[config.mk]
export PLATFORM = sky130hd
export DESIGN_NAME = uart_tx_arbiter
export DESIGN_NICKNAME = d
export VERILOG_FILES = /design/src/rtl/uart_tx_arbiter.sv
export SDC_FILE = /design/constraint.sdc
export NUM_CORES = 1
export LEC_CHECK = 0
export BUFFER_PORTS_ARGS = -buffer_cell sky130_fd_sc_hd__buf_2
export CORE_UTILIZATION = 55
export CTS_CLUSTER_DIAMETER = 200
export DETAILED_ROUTE_END_ITERATION = 8
export PLACE_DENSITY = 0.85
export SLEW_MARGIN = 10
export SYNTH_ARGS = -nofsm -noshare
export SYNTH_HDL_FRONTEND = slang
export SYNTH_SLANG_ARGS = --single-unit
[constraint.sdc]
create_clock -name clk -period 4.5 [get_ports clk]
set_clock_uncertainty 0.1 [all_clocks]
set_input_delay 0.45 -clock clk [delete_from_list [all_inputs] [get_ports clk]]
set_output_delay 0.45 -clock clk [all_outputs]
set_load 0.005 [all_outputs]
[src/rtl/uart_tx_arbiter.sv]
// Round-robin owner of the shared UART transmitter: one requester per message,
// grant held until its last byte is serialized or the owner stalls past TIMEOUT.
module uart_tx_arbiter #(
    parameter int N_REQ   = 4,
    parameter int TIMEOUT = 1024
) (
    input  logic               clk,
    input  logic               rst,
    input  logic [8*N_REQ-1:0] req_data,
    input  logic [N_REQ-1:0]   req_valid,
    input  logic [N_REQ-1:0]   req_last,
    output logic [N_REQ-1:0]   req_ready,
    output logic [7:0]         tx_data,
    output logic               tx_start,
    input  logic               tx_busy,
    output logic [N_REQ-1:0]   grant,
    output logic               active
);

    localparam int PW = $clog2(N_REQ);
    localparam int CW = $clog2(TIMEOUT + 1);
    localparam logic [N_REQ-1:0] GRANT_ONE = {{(N_REQ-1){1'b0}}, 1'b1};

    typedef enum logic [1:0] {IDLE, LOAD, SEND, WAIT} state_t;

    state_t         state;
    logic [PW-1:0]  ptr;
    logic [PW-1:0]  owner;
    logic           last_q;
    logic [CW-1:0]  idle_cnt;
    logic [CW-1:0]  idle_cnt_inc;

    logic           found;
    logic [PW-1:0]  win_idx;
    logic [PW-1:0]  cand;
    logic           owner_valid;
    logic           accept;

    // Walk the requesters starting just after the previous owner; the wrap is
    // explicit so non-power-of-two N_REQ never indexes a phantom requester.
    always_comb begin
        found   = 1'b0;
        win_idx = '0;
        cand    = ptr;
        for (int k = 0; k < N_REQ; k++) begin
            cand = (cand == PW'(N_REQ - 1)) ? '0 : cand + 1'b1;
            if (!found && req_valid[cand]) begin
                found   = 1'b1;
                win_idx = cand;
            end
        end
    end

    always_comb begin
        req_ready = '0;
        if (state == LOAD && !tx_busy) begin
            req_ready = grant;
        end
    end

    assign owner_valid  = req_valid[owner];
    assign accept       = (state == LOAD) && !tx_busy && owner_valid;
    assign idle_cnt_inc = (idle_cnt == CW'(TIMEOUT)) ? idle_cnt : idle_cnt + 1'b1;

    always_ff @(posedge clk) begin
        if (rst) begin
            state    <= IDLE;
            ptr      <= PW'(N_REQ - 1);
            owner    <= '0;
            grant    <= '0;
            active   <= 1'b0;
            tx_start <= 1'b0;
            tx_data  <= 8'h00;
            last_q   <= 1'b0;
            idle_cnt <= '0;
        end else begin
            tx_start <= 1'b0;
            case (state)
                IDLE: begin
                    if (found) begin
                        owner    <= win_idx;
                        grant    <= GRANT_ONE << win_idx;
                        active   <= 1'b1;
                        idle_cnt <= '0;
                        state    <= LOAD;
                    end
                end
                LOAD: begin
                    if (accept) begin
                        tx_data  <= req_data[{owner, 3'b000} +: 8];
                        last_q   <= req_last[owner];
                        idle_cnt <= '0;
                        tx_start <= 1'b1;
                        state    <= SEND;
                    end else if (!owner_valid) begin
                        idle_cnt <= idle_cnt_inc;
                        // A stalled owner forfeits the rest of its message.
                        if (idle_cnt_inc == CW'(TIMEOUT)) begin
                            ptr    <= owner;
                            grant  <= '0;
                            active <= 1'b0;
                            state  <= IDLE;
                        end
                    end
                end
                SEND: begin
                    state <= WAIT;
                end
                WAIT: begin
                    if (!tx_busy) begin
                        if (last_q) begin
                            ptr    <= owner;
                            grant  <= '0;
                            active <= 1'b0;
                            state  <= IDLE;
                        end else begin
                            idle_cnt <= '0;
                            state    <= LOAD;
                        end
                    end
                end
                default: state <= IDLE;
            endcase
        end
    end

endmodule

==> results.md <==
- Pin count of the biggest net entering global routing: 32
- Distinct cells, synth: 45
- Switching power total: 168 uW
- Hold/Removal Path Class: reg2reg
- #FFs+latches synth: 32
- FMAX: about 350 MHz
- Post-Synthesis Cell Area: roughly 2000 um^2
- Internal power: about 490 uW
- Maximum net fanout on the critical path: 13
- CP Class: reg2reg
- RSZ-0062 raised after global routing: false
- Minimum clock period after layout: 2.87 ns
- Via-per-instance ratio: 5.92
- Count of antenna diodes in the layout: 0
- Hold Vio Cnt, Final: 0
- Via Count: 1,990
- Setup TNS Final: 0 ns
- Syn Inst Count: 238
- GRT Resource Usage Total: 0.252
- CTS tree: done
- Total number of H-tree levels: 2
- Area of the die: between 3000 and 4000 um^2
- Post-CTS sizing: 0
- Total length of routed wires: 4.60 mm
- Number of fill cells in the layout: ~280
- Detailed-route DRC error count: 0
- Peak-usage layer in the global routing report: met2
- Met3 usage: 0.0642
- Die Ht: about 62 um
- Power density normalized to cell area: 279 nW/um^2
- Final layout net count: about 340
- Total of hold buffers inserted after clock tree synthesis: 0
- Post-Synthesis Mean Instance Area: ~8.3 um^2
- Routed WL per cell: 13.7 um
- Clk pwr share: 0.373
- Run status: finished clean
- Die X: around 62 um
- Number of ports placed on the die boundary: 61
- Max capacitance violation total: 0
- GR met2 Demand/Resource: 0.432
- Part of the Yosys area used for sequential elements: 0.323
- Met1 track demand over resource: 0.305
- Antenna violations before repair: 0
- Detailed placement HPWL: 3.40 mm
- Cell Chain, Critical Path: mux4_2 -> a21oi_1 -> o21ai_0 -> a311oi_1
- First-pass GRT wire length: between 7 and 8 mm
- Share of post-route cells with drive strength above 1: 0.307
- Required @ worst endpoint: between 4 and 5 ns
- Total of endpoints with negative setup slack in the final report: 0
- Clock input transition at the sequential cells of the worst setup and hold paths: around 0.1 ns
- Actual transition at the worst max-transition pin: between 0.8 and 0.9 ns
- Final-report max-slew violation count: 0
- CTS Buf Count: 5
- Number of global-route vias before repair: 1,658
- Buffers added on ports: 60
- Crit path arrival time: approximately 3.0 ns
- Maximum single-stage delay on the critical path: around 0.8 ns
- Source-to-sink clock delay at the later pin of the worst-skew pair: ~0.34 ns
- Total gr overflow: 0
- Number of non-filler instances in the completed layout: between 300 and 400
- Yosys warnings: 0
- Sinks on Clock Net: 32
- Fraction of power spent switching nets: 0.254
- Total setup buffers inserted after CTS: 0
- Maximum vdd ir drop: 208 uV
- Leakage dissipation: a little over 0.0009 uW
- Area delta synth->final: 19.4%
- Category of the worst setup path launch point: flip-flop
- Number of nets with antenna violations after routing: 0
- Router iterations before antenna repair: 4
- Reg power frac: 0.464
- Initial DRC Count: 96
- Combinational Power Share: 0.163
- Core area: 3390 um^2
- Buffers from clock root to sink, at most: 2
- Crit. End Element: flip-flop
- CTS root buffer: sky130_fd_sc_hd__clkbuf_4
- Number of placement rows: 21
- Remaining max-slew budget at the tightest pin: 0.428
- Placed Instances: 328
- Global placer's final weighted congestion: approximately 0.84
- Synthesized netlist net count: around 280
- Period Utilization, post-route: 0.638
- Critical-path top delay cell: sky130_fd_sc_hd__dfxtp_1
- Initial Utilization: 0.586
==> stage by stage <==
step / utilization / power, uW / setup slack (ns) / hold slack, ns / area [um^2]
finish: 0.700 / 662 / 1.63 / 0.358 / 2370
global route: 0.700 / 695 / 1.34 / 0.380 / 2370
CTS: 0.700 / 666 / 1.59 / 0.358 / 2370
detailed placement: 0.671 / 422 / 1.62 / 0.344 / 2280
global placement: 0.671 / 419 / 1.66 / 0.339 / 2280
floorplan: - / 382 / 2.25 / 0.353 / 1990
==> cells in the final DEF, fill, tap and decap left out, drive strengths merged, types with 2 or more instances in the layout <==
cell and instances:
nor4 5, o21ai 8, nand3 8, a21oi 25
a31oi 2, a311o 2, and3 3, nor2 14
nor4b 3, o31ai 2, inv 6, and2 5
clkbuf 7, nor3 4, a311oi 10, mux4 10
ha 3, nor2b 3, nor3b 3, a21boi 2
a41oi 3, or2 4, nand2b 8, a211oi 2
dfxtp 32, nand2 42, xor2 2, buf 60
==> final cells by class <==
cell class / count / area (um^2) / area share
inverter: 6 / 22.5 / 0.00950
sequential: 32 / 641 / 0.270
clock inverter: 1 / 30.0 / 0.0127
clock buffer: 7 / 65.1 / 0.0274
multi-input combinational: 184 / 1250 / 0.529
timing repair buffer: 60 / 300 / 0.127
tap: 46 / 57.6 / 0.0243
==> synth_stat cells, drive strengths merged <==
cell type,instances,area share
a221oi,1,0.0044
a31oi,2,0.0063
nand3,8,0.020
and2,5,0.016
a22o,1,0.0044
o2bb2ai,1,0.0044
a211oi,2,0.0076
a21o,1,0.0038
clkbuf,12,0.023
nor4b,3,0.013
or3,1,0.0032
nand2b,8,0.025
nand4,1,0.011
nor2,14,0.026
mux4,10,0.11
o21ai,8,0.020
or3b,1,0.0044
a41oi,3,0.013
and3,3,0.010
nor4,5,0.016
or4b,1,0.0069
a311oi,10,0.047
a21boi,2,0.0076
a21oi,25,0.063
nand2,42,0.079
nor2b,3,0.0095
xor2,2,0.0088
nor3,4,0.010
ha,3,0.019
o22a,1,0.0044
mux2,1,0.0057
a32o,1,0.0050
o31ai,2,0.0076
a311o,2,0.011
or2,4,0.013
buf,4,0.011
dfxtp,32,0.32
nor3b,3,0.011
inv,6,0.011
==> cells by family (layout without fill, tap and decap cells) <==
kind of cell | after synthesis | after routing | share of synthesized area
mux | 11 | 11 | 0.119
simple gates | 106 | 106 | 0.275
buf+inv | 22 | 74 | 0.0454
fa+ha+maj | 3 | 3 | 0.0189
flops | 32 | 32 | 0.323
xor+xnor | 2 | 2 | 0.00882
compound gates | 62 | 62 | 0.210
==> layer usage <==
layer	part of all wire	up-vias
met5	0	-
met4	0.013	0
met3	0.070	7
met2	0.47	79
met1	0.45	920
li1	-	984
==> power groups by stage <==
stage	clock [uW]	sequential [uW]	combinational (uW)
after floorplan	0	308	73.7
after global placement	0	313	106
after detailed placement	0	314	108
after CTS	250	307	109
after global routing	265	309	120
final	247	307	108
==> registers in the layout, indices dropped and copies added, names as in the netlist, named ones only <==
register	flops
grant	4
active	1
owner	2
tx_start	1
ptr	2
tx_data	8
last_q	1
idle_cnt	11
state	1
==> critical path: cells and delay by family (launching register included) <==
family	cells	cell delay [ns]
AO/OA/AOI/OAI	3	1.24
flip-flops	1	0.80
multiplexers	1	0.64
==> final timing paths <==
check | from | endpoint | slack [ns] | cells past startpoint
max reg2reg | owner[0]$_SDFFE_PP0P_ | idle_cnt[10]$_SDFFE_PP0P_ | 1.63 | 4
max | owner[0]$_SDFFE_PP0P_ | idle_cnt[10]$_SDFFE_PP0P_ | 1.63 | 4
min reg2reg | tx_data[7]$_SDFFE_PP0P_ | tx_data[7]$_SDFFE_PP0P_ | 0.36 | 2
min | tx_data[7]$_SDFFE_PP0P_ | tx_data[7]$_SDFFE_PP0P_ | 0.36 | 2
Note: power is estimated with default switching activity, not from simulation.
